$ cat src/rtl/order_gather_4.sv
// order_gather_4: packs a serial valid/ready word stream into groups of four
// parallel words for the order_1_4 sorter. Short groups closed by in_last are
// padded with PAD so padding sorts to the high end.
module order_gather_4 #(
  parameter int unsigned       DSIZE = 8,
  parameter logic [DSIZE-1:0]  PAD   = {DSIZE{1'b1}}
) (
  input  logic             clock,
  input  logic             rst_n,
  input  logic             in_valid,
  output logic             in_ready,
  input  logic [DSIZE-1:0] in_data,
  input  logic             in_last,
  output logic             out_valid,
  input  logic             out_ready,
  output logic [DSIZE-1:0] outdata0,
  output logic [DSIZE-1:0] outdata1,
  output logic [DSIZE-1:0] outdata2,
  output logic [DSIZE-1:0] outdata3,
  output logic [2:0]       out_count,
  output logic             out_last
);

  // Collect side: write index, slot buffer, and a held (pending) group.
  logic [1:0]       idx_q, idx_d;
  logic [DSIZE-1:0] coll_q [4];
  logic [DSIZE-1:0] coll_d [4];
  logic             pending_q, pending_d;
  logic [2:0]       pcount_q, pcount_d;
  logic             plast_q, plast_d;

  // Output registers.
  logic             ovalid_q, ovalid_d;
  logic [DSIZE-1:0] odata_q [4];
  logic [DSIZE-1:0] odata_d [4];
  logic [2:0]       ocount_q, ocount_d;
  logic             olast_q, olast_d;

  logic             accept;
  logic             closing;
  logic             out_free;
  logic             load_new;
  logic             load_pend;
  logic [DSIZE-1:0] group [4];
  logic [2:0]       group_count;

  // Handshake decode; in_ready depends on state only, never on in_valid.
  always_comb begin
    in_ready  = !pending_q && rst_n;
    accept    = in_valid && in_ready;
    closing   = accept && ((idx_q == 2'd3) || in_last);
    out_free  = !ovalid_q || out_ready;
    load_new  = closing && out_free;
    // No new word is accepted while pending, so the two loads never collide.
    load_pend = pending_q && out_free;
  end

  // Group as it would look if the current word closes it: earlier slots from
  // the buffer, this slot from in_data, later slots padded.
  always_comb begin
    group_count = {1'b0, idx_q} + 3'd1;
    for (int unsigned i = 0; i < 4; i++) begin
      if (2'(i) < idx_q) begin
        group[i] = coll_q[i];
      end else if (2'(i) == idx_q) begin
        group[i] = in_data;
      end else begin
        group[i] = PAD;
      end
    end
  end

  // Collect next-state: write slots, close groups, hold a group when blocked.
  always_comb begin
    idx_d     = idx_q;
    coll_d    = coll_q;
    pending_d = pending_q;
    pcount_d  = pcount_q;
    plast_d   = plast_q;
    if (load_pend) begin
      pending_d = 1'b0;
    end
    if (accept) begin
      coll_d[idx_q] = in_data;
      idx_d         = idx_q + 2'd1;
    end
    if (closing) begin
      idx_d = 2'd0;
      if (!out_free) begin
        coll_d    = group;
        pending_d = 1'b1;
        pcount_d  = group_count;
        plast_d   = in_last;
      end
    end
  end

  // Output next-state: consume drops valid unless a group loads the same edge.
  always_comb begin
    ovalid_d = ovalid_q;
    odata_d  = odata_q;
    ocount_d = ocount_q;
    olast_d  = olast_q;
    if (ovalid_q && out_ready) begin
      ovalid_d = 1'b0;
    end
    if (load_new) begin
      ovalid_d = 1'b1;
      odata_d  = group;
      ocount_d = group_count;
      olast_d  = in_last;
    end else if (load_pend) begin
      ovalid_d = 1'b1;
      odata_d  = coll_q;
      ocount_d = pcount_q;
      olast_d  = plast_q;
    end
  end

  // State registers; reset discards any partial or pending group.
  always_ff @(posedge clock or negedge rst_n) begin
    if (!rst_n) begin
      idx_q     <= 2'd0;
      pending_q <= 1'b0;
      pcount_q  <= 3'd0;
      plast_q   <= 1'b0;
      ovalid_q  <= 1'b0;
      ocount_q  <= 3'd0;
      olast_q   <= 1'b0;
      for (int unsigned i = 0; i < 4; i++) begin
        coll_q[i]  <= '0;
        odata_q[i] <= '0;
      end
    end else begin
      idx_q     <= idx_d;
      pending_q <= pending_d;
      pcount_q  <= pcount_d;
      plast_q   <= plast_d;
      ovalid_q  <= ovalid_d;
      ocount_q  <= ocount_d;
      olast_q   <= olast_d;
      coll_q    <= coll_d;
      odata_q   <= odata_d;
    end
  end

  // Registered outputs only; no combinational path from in_* to out_*.
  always_comb begin
    out_valid = ovalid_q;
    outdata0  = odata_q[0];
    outdata1  = odata_q[1];
    outdata2  = odata_q[2];
    outdata3  = odata_q[3];
    out_count = ocount_q;
    out_last  = olast_q;
  end

endmodule

$ cat config.mk
export PLATFORM = sky130hd
export DESIGN_NAME = order_gather_4
export DESIGN_NICKNAME = d
export VERILOG_FILES = /design/src/rtl/order_gather_4.sv
export SDC_FILE = /design/constraint.sdc
export NUM_CORES = 1
export LEC_CHECK = 0
export ABC_AREA = 1
export ABC_CLOCK_PERIOD_IN_PS = 2300
export CORE_MARGIN = 4
export CORE_UTILIZATION = 50
export DETAILED_ROUTE_END_ITERATION = 6
export MAX_ROUTING_LAYER = met4
export PLACE_DENSITY = 0.73
export SYNTH_ARGS = -nofsm -noshare
export SYNTH_HDL_FRONTEND = slang
export SYNTH_SLANG_ARGS = --single-unit
$ cat constraint.sdc
create_clock -name clock -period 2.3 [get_ports clock]
set_clock_uncertainty 0.05 [all_clocks]
set_input_delay 0.345 -clock clock [delete_from_list [all_inputs] [get_ports clock]]
set_output_delay 0.345 -clock clock [all_outputs]
set_load 0.05 [all_outputs]
==> run metrics, run 1 <==
status completed; Logic pwr share 0.431; final count of hold timing violations 0; Rows 32; ratio of cells with drive above 1 in the final layout 0.06833; Setup-failing EPs final 0; Period Utilization, post-route 0.8864; clock share of power 0.178; Initial DRT Pass Iterations 5; synth-to-layout area growth 20.43%; Post-Syn Instances 548; Clk pin slew, worst setup/hold paths 80 ps; routed length per placed instance 14.80 um; Die Ht 97.84 um; Diodes inserted 0; initial drt markers 256; sequential element share of the synthesized area 0.4713; Vias/cell 5.254; Leak 2.377 nW; commonest cells after routing, fill and taps aside 192 x nand2_1, 84 x o21ai_0, 76 x dfrtp_1, 57 x inv_1, 50 x nand3_1; routability cong. 0.8747; register share of total power 0.390; peak supply drop 519.8 uV; I/O pin total 51; first-pass GRT wire length 17.86 mm; RSZ-0062 raised after global routing false; nets 617; DRC 0; GR Overflow Total 0; Sw Share 0.4298; Max-slew headroom 0.3881; commonest non-fill, non-tap cell in the layout nand2_1; max-slew violations 0; Setup crit end kind flop; Clk Latency, worst-skew pair 360 ps; final antenna-violating net count 0; Yosys Warn Count 0; CP Data Required Time 2490 ps; fin crit period 2039 ps; H-Tree Level Count 3; core area 7767 sq um; Net Count, Synth 569; Slowest cell on crit path dfrtp_1; root buf cell clkbuf_8; CTS tree built; flops & latches, synth 76; FMAX 0.4905 GHz; Layout Cells excl Fill 702; switching power 2.250 mW; Max-cap violations 0; antenna violations before repair 0; Worst EP arrival 2230 ps; Synth cell types 22; P per Cell Area 1077 nW/um^2; critical path's most frequent cell nand2_1; Clock Sinks 76; Reg area 1902 sq um; Crit path largest cell delay 470 ps; crit path kind flop to flop; Worst Setup Start Kind flop; Slew @ Worst Pin 917.9 ps; IO buf count 50; Fillers 677; Synth Area per Inst 7.363 sq um; area of the multi-input gates 1772 sq um; Die X-Extent 97.84 um; CP Max Fanout 16; Clock Tree Buf Depth 2; Detailed Place HPWL 6.959 mm; DP Cell Count 686; detailed-route wire length 10.39 mm; min-delay worst type input pin to async pin; Int Power 2.985 mW; GRT Total Usage 0.2386; pin count of the biggest net entering global routing 73; initial core utilization 0.5195; number of global-route vias before repair 3707; cell chain of the critical path ha_1 -> inv_1 -> nand2_1 -> nand3_1 -> nor2_1 -> buf_4 -> nand2_1 -> nand2_1 -> nand2_1; die area 9572 sq um; CTS Buf Count 9; via count 3688; setup_tns 0 ps; Syn Std Cell Area 4035 sq um
[sequential cells by signal, indices dropped and copies added (netlist names)]
signal     cells
out_last       1
coll_q        32
outdata3       8
pcount_q       3
outdata0       8
outdata1       8
out_valid      1
out_count      3
pending_q      1
idx_q          2
plast_q        1
outdata2       8
[layout make-up]
cell class	instances	share of cell area
Multi-Input combinational cell	384	0.3646
Inverter	61	0.04712
Timing Repair Buffer	64	0.1344
Clock inverter	4	0.005149
Clock buffer	11	0.03115
Sequential cell	76	0.3913
Tap cell	102	0.02626
[path summary, 6_finish.rpt]
kind,startpoint,endpoint,slack (ps),cells after the start
max,idx_q[0]$_DFFE_PN0P_,outdata1[6]$_DFFE_PN0P_,260,9
max in group asynchronous,rst_n,outdata1[6]$_DFFE_PN0P_,790,3
min,rst_n,pending_q$_DFF_PN0_,290,2
max reg2reg,idx_q[0]$_DFFE_PN0P_,outdata1[6]$_DFFE_PN0P_,260,9
min reg2reg,outdata3[2]$_DFFE_PN0P_,outdata3[2]$_DFFE_PN0P_,430,2
min in group clock,outdata3[2]$_DFFE_PN0P_,outdata3[2]$_DFFE_PN0P_,430,2
[worst max-delay path, delay by kind of cell (launching register included)]
family,cells,cell delay [ps]
DFF,1,470
buffers and inverters,2,400
and+or+nand+nor,6,600
adders and majority gates,1,400
[synthesized netlist by cell type (all sizes together)]
master / count / share of area
a31oi: 5 / 0.0078
inv: 60 / 0.056
clkbuf: 12 / 0.011
ha: 8 / 0.025
nand3: 51 / 0.064
nor2: 24 / 0.029
a21oi: 1 / 0.0012
nand4: 5 / 0.0078
clkinv: 1 / 0.00093
buf: 15 / 0.022
nand2: 194 / 0.18
dfrtp: 76 / 0.47
o21ai: 96 / 0.12
[timing repair]
| action | CTS | global route |
|---|---|---|
| buffers inserted | 0 | 0 |
| endpoints found under the hold margin | 4 | 0 |
| gates resized for setup | 0 | 0 |
| hold buffers | 1 | 0 |
[logic make-up after synthesis]
logic type / after synthesis / synth area share
DFF: 76 / 0.4713
adders and majority gates: 8 / 0.02481
AOI/OAI and AO/OA: 102 / 0.1309
buffers and inverters: 88 / 0.08961
and+or+nand+nor: 274 / 0.2834
[power by group through the flow]
stage / Clock, mW / Combinational (mW) / Sequential (mW)
after floorplan: 0 / 0.858 / 2.73
after global routing: 1.01 / 2.47 / 2.11
after global placement: 0 / 2.19 / 2.04
after detailed placement: 0 / 2.25 / 2.07
after CTS: 0.949 / 2.27 / 2.05
final: 0.934 / 2.26 / 2.04
[metal layers]
layer  share of wire  track usage
met2            0.47       0.3853
met5               0            -
met3           0.057      0.04714
met4           0.030      0.08733
met1            0.44       0.2984
[per-stage QoR]
step                      worst slack (ps)  utilization  instance area (sq um)  power, mW  hold slack (ps)
after floorplan                      386.2            -                   4035      3.584          -0.5911
after global placement               292.5       0.6016                   4673      4.235            117.2
after detailed placement             227.0       0.6016                   4673      4.316            115.9
after CTS                            273.9       0.6256                   4860      5.262            284.0
after global routing                 73.77       0.6256                   4860      5.592            283.4
final                                261.3       0.6256                   4860      5.235            285.6
Power figures use the tool's default switching activity.
==> inputs of run 2 (changes only) <==
Settings changed: CTS_BUF_LIST from default to sky130_fd_sc_hd__clkbuf_16.
==> run metrics, run 2 (same netlist as run 1, synthesis figures left out) <==
status completed; Slowest cell on crit path dfrtp_1; final antenna-violating net count 0 (unchanged); final count of hold timing violations 0 (unchanged); via count 3737 (+1.3%); P per Cell Area 1124 nW/um^2 (+4.3%); antenna violations before repair 0 (unchanged); fin crit period 2050 ps (+11.69 ps); clock share of power 0.224 (+0.046); hold bufs inserted after CTS 1 (unchanged); root buf cell clkbuf_16; core area 7767 sq um (unchanged); Place WS 227.0 ps (unchanged); commonest cells after routing, fill and taps aside 192 x nand2_1, 84 x o21ai_0, 76 x dfrtp_1, 57 x inv_1, 50 x nand3_1; initial drt markers 244 (-4.7%); Crit path largest cell delay 470 ps (about the same); Clock Sinks 76 (unchanged); Routed met2 length 5.062 mm (+3.4%); ratio of cells with drive above 1 in the final layout 0.06500 (-0.003333); R2R Setup Slk 250 ps (about the same); Sw Share 0.4130 (-0.01678); switching power 2.294 mW (+1.9%); Slew @ Worst Pin 932.7 ps (+14.81 ps); min-delay worst type input pin to async pin; Detailed Place HPWL 6.959 mm (unchanged); routed length per placed instance 14.91 um (+0.76%); critical path's most frequent cell nand2_1; Worst EP arrival 2220 ps (about the same); Period Utilization, post-route 0.8915 (+0.005082); GRT Total Usage 0.2378 (-0.0008154); number of flip-flops under the largest register name 32 (unchanged); I/O pin total 51 (unchanged); Int Power 3.260 mW (+9.2%); setup_tns 0 ps (unchanged); WL met3 583 um (-1.4%); CP Data Required Time 2470 ps (-20 ps); Setup-failing EPs final 0 (unchanged); Critical path origin idx_q[0]$_DFFE_PN0P_; max-slew violations 0 (unchanged); Max-cap violations 0 (unchanged); GR Overflow Total 0 (unchanged); Fillers 666 (-1.6%); first-pass GRT wire length 17.82 mm (-0.20%); Clk Latency, worst-skew pair 330 ps (-30 ps); CTS tree built; commonest non-fill, non-tap cell in the layout nand2_1; finished layout cell area 4941 sq um (+1.7%); synth-to-layout area growth 22.45%; detailed-route wire length 10.47 mm (+0.76%); peak supply drop 517.4 uV (-0.46%); H-Tree Level Count 3 (unchanged); Worst Setup Start Kind flop; Logic pwr share 0.407 (-0.024); Vias/cell 5.323 (+1.3%); RSZ-0062 raised after global routing false; CTS Buf Count 9 (unchanged); register share of total power 0.369 (-0.021); Post-CTS Setup Inserts 0 (unchanged); Die Ht 97.84 um (unchanged); Die X-Extent 97.84 um (unchanged); FMAX 0.4877 GHz (-0.57%); pin count of the biggest net entering global routing 73 (unchanged); die area 9572 sq um (unchanged); Post-CTS Resized 0 (unchanged); crit path kind flop to flop; Clock Tree Buf Depth 2 (unchanged); worst r2r src idx_q[0]$_DFFE_PN0P_; number of global-route vias before repair 3677 (-0.81%); Max-slew headroom 0.3782 (-0.009874); Rows 32 (unchanged); setup ws final 249.6 ps (-11.69 ps); Area after DPL 4673 sq um (unchanged); Clk pin slew, worst setup/hold paths 60 ps (-20 ps); Initial DRT Pass Iterations 5 (unchanged); CP Max Fanout 16 (unchanged); IO buf count 50 (unchanged); Diodes inserted 0 (unchanged); Leak 2.412 nW (+1.5%); routability cong. 0.8747 (unchanged); Setup crit end kind flop; Reg2Reg Depth 9 (unchanged); largest register by flop count coll_q; DRC 0 (unchanged); wire length on met1 4.612 mm (+0.41%); cell chain of the critical path ha_1 -> inv_1 -> nand2_1 -> nand3_1 -> nor2_1 -> buf_4 -> nand2_1 -> nand2_1 -> nand2_1; nets 617 (unchanged); initial core utilization 0.5195 (unchanged); highest routed layer met4
==> run 2: layout make-up <==
cell class,instances,area [sq um],share of cell area
clock buffer,9,225.2,0.04558
timing repair buffer,64,653.1,0.1322
clock inverter,6,32.53,0.006584
inverter,61,229.0,0.04634
sequential,76,1902,0.3849
multi-input combinational,384,1772,0.3586
tap,102,127.6,0.02583
==> run 2: power groups by stage <==
stage	combinational [mW]	sequential, mW	clock (mW)
global route	2.47	2.11	1.33
global placement	2.19	2.04	0
detailed placement	2.25	2.07	0
finish	2.26	2.05	1.24
CTS	2.26	2.05	1.27
floorplan	0.858	2.73	0
==> run 2: stage by stage <==
stage,power (mW),std cells,hold slack (ps),util
floorplan,3.584,548,-0.5911,-
global placement,4.235,686,117.2,0.6016
detailed placement,4.316,686,115.9,0.6016
CTS,5.581,702,313.6,0.6361
global route,5.911,702,322.9,0.6361
finish,5.554,702,318.2,0.6361
==> run 2: final timing paths <==
check | end
hold / removal | pending_q$_DFF_PN0_
setup reg to reg | outdata1[6]$_DFFE_PN0P_
max in group asynchronous | outdata1[0]$_DFFE_PN0P_
min in group clock | outdata3[2]$_DFFE_PN0P_
setup / recovery | outdata1[6]$_DFFE_PN0P_
hold reg to reg | outdata3[2]$_DFFE_PN0P_
==> run 2: critical path, delay by kind of cell, from the launching register on <==
family / cells / cell delay, ps
flip-flops: 1 / 470
adder cells (fa/ha/maj): 1 / 400
AND/OR/NAND/NOR: 6 / 590
buffers and inverters: 2 / 400
==> run 2: routing by layer <==
metal / vias to the layer above / track usage
met5: - / -
met2: 142 / 0.3864
met3: 16 / 0.03071
li1: 1842 / -
met1: 1737 / 0.3074
met4: 0 / 0.08307
==> inputs of run 3 (changes only) <==
Settings changed: SLEW_MARGIN from default to 30.
==> run metrics, run 3 (same netlist as run 1, synthesis figures left out) <==
clock share of power 0.224 (about the same); Max-cap violations 0 (unchanged); max-slew violations 0 (unchanged); I/O pin total 51 (unchanged); largest register by flop count coll_q; Area after DPL 4673 sq um (unchanged); Rows 32 (unchanged); peak supply drop 516.5 uV (-0.18%); DRC 0 (unchanged); register share of total power 0.369 (about the same); min-delay worst type input pin to async pin; cell chain of the critical path ha_1 -> inv_1 -> nand2_1 -> nand3_1 -> nor2_1 -> buf_4 -> nand2_1 -> nand2_1 -> nand2_1; crit path kind flop to flop; Worst Setup Start Kind flop; Period Utilization, post-route 0.8898 (-0.001671); Setup crit end kind flop; Initial DRT Pass Iterations 5 (unchanged); Crit path largest cell delay 470 ps (about the same); Clk pin slew, worst setup/hold paths 60 ps (about the same); setup ws final 253.4 ps (+3.843 ps); antenna violations before repair 0 (unchanged); Clk Latency, worst-skew pair 330 ps (about the same); synth-to-layout area growth 22.54% (about the same); CTS Buf Count 9 (unchanged); Vias/cell 5.319 (about the same); Sw Share 0.4129 (about the same); total chip power 5.553 mW (about the same); ratio of cells with drive above 1 in the final layout 0.06500 (unchanged); nets 617 (unchanged); H-Tree Level Count 3 (unchanged); Max-slew headroom 0.5580 (+0.1798); finished layout cell area 4945 sq um (about the same); Slew @ Worst Pin 663.0 ps (-269.7 ps); Slowest cell on crit path dfrtp_1; Diodes inserted 0 (unchanged); initial core utilization 0.5195 (unchanged); fin crit period 2047 ps (-3.843 ps); Die X-Extent 97.84 um (unchanged); Leak 2.413 nW (about the same); RSZ-0062 raised after global routing false; Post-CTS Setup Inserts 0 (unchanged); GRT Total Usage 0.2378 (unchanged); number of global-route vias before repair 3677 (unchanged); detailed-route wire length 10.42 mm (-0.43%); number of flip-flops under the largest register name 32 (unchanged); final count of hold timing violations 0 (unchanged); core area 7767 sq um (unchanged); Setup-failing EPs final 0 (unchanged); CP Data Required Time 2470 ps (about the same); routability cong. 0.8747 (unchanged); Detailed Place HPWL 6.959 mm (unchanged); routed length per placed instance 14.85 um (-0.43%); switching power 2.293 mW (about the same); die area 9572 sq um (unchanged); Fin Hold WS 321.4 ps (+3.168 ps); Place WS 227.0 ps (unchanged); R2R Setup Slk 250 ps (about the same); first-pass GRT wire length 17.82 mm (unchanged); IO buf count 50 (unchanged); initial drt markers 244 (unchanged); GR Overflow Total 0 (unchanged); Worst EP arrival 2210 ps (about the same); status completed; via count 3734 (-0.080%); commonest non-fill, non-tap cell in the layout nand2_1; critical path's most frequent cell nand2_1; CTS tree built; commonest cells after routing, fill and taps aside 192 x nand2_1, 84 x o21ai_0, 76 x dfrtp_1, 57 x inv_1, 50 x nand3_1; root buf cell clkbuf_16; Logic pwr share 0.407 (about the same); CP Max Fanout 16 (unchanged); setup_tns 0 ps (unchanged); Int Power 3.260 mW (about the same); final antenna-violating net count 0 (unchanged); Clock Sinks 76 (unchanged); FMAX 0.4886 GHz (+0.19%); Die Ht 97.84 um (unchanged); P per Cell Area 1123 nW/um^2 (about the same); Clock Tree Buf Depth 2 (unchanged); pin count of the biggest net entering global routing 73 (unchanged)
==> run 3: worst paths after layout <==
path	endpoint	cells after the start	from
worst max register to register	outdata1[6]$_DFFE_PN0P_	9	idx_q[0]$_DFFE_PN0P_
worst max-delay path	outdata1[6]$_DFFE_PN0P_	9	idx_q[0]$_DFFE_PN0P_
min in group clock	outdata3[2]$_DFFE_PN0P_	2	outdata3[2]$_DFFE_PN0P_
worst min-delay path	pending_q$_DFF_PN0_	2	rst_n
worst min register to register	outdata3[2]$_DFFE_PN0P_	2	outdata3[2]$_DFFE_PN0P_
max in group asynchronous	outdata1[0]$_DFFE_PN0P_	3	rst_n
==> run 3: power groups by stage <==
stage / Combinational [mW] / Sequential, mW / Clock [mW]
3_3_place_gp: 2.19 / 2.04 / 0
6_report: 2.26 / 2.05 / 1.24
4_1_cts: 2.26 / 2.05 / 1.27
2_1_floorplan: 0.858 / 2.73 / 0
3_5_place_dp: 2.25 / 2.07 / 0
5_1_grt: 2.47 / 2.11 / 1.33
==> run 3: layout make-up <==
cell class                      instances  area [sq um]
Timing Repair Buffer                   64         656.9
Sequential cell                        76          1902
Inverter                               61         229.0
Fill cell                             666          2823
Tap cell                              102         127.6
Clock inverter                          6         32.53
Clock buffer                            9         225.2
Multi-Input combinational cell        384          1772
==> run 3: per-layer routing <==
metal | up-vias | track usage | routed length, um
li1 | 1842 | - | -
met1 | 1749 | 0.3074 | 4629
met2 | 127 | 0.3864 | 5046
met3 | 16 | 0.03071 | 539
met4 | 0 | 0.08307 | 209
met5 | - | - | 0
==> run 3: worst max-delay path: cells and delay by family (launching register included) <==
family,cells,cell delay [ps]
and+or+nand+nor,6,600
DFF,1,470
adders and majority gates,1,400
buffers and inverters,2,400
==> run 3: what timing repair did <==
| action | in CTS | in global routing |
|---|---|---|
| endpoints found under the hold margin | 4 | 0 |
| hold buffers | 1 | 0 |
| gates resized for setup | 0 | 0 |
==> run 3: stage by stage <==
stage | instances | utilization
after floorplan | 548 | -
after global placement | 686 | 0.6016
after detailed placement | 686 | 0.6016
after CTS | 702 | 0.6361
after global routing | 702 | 0.6366
final | 702 | 0.6366
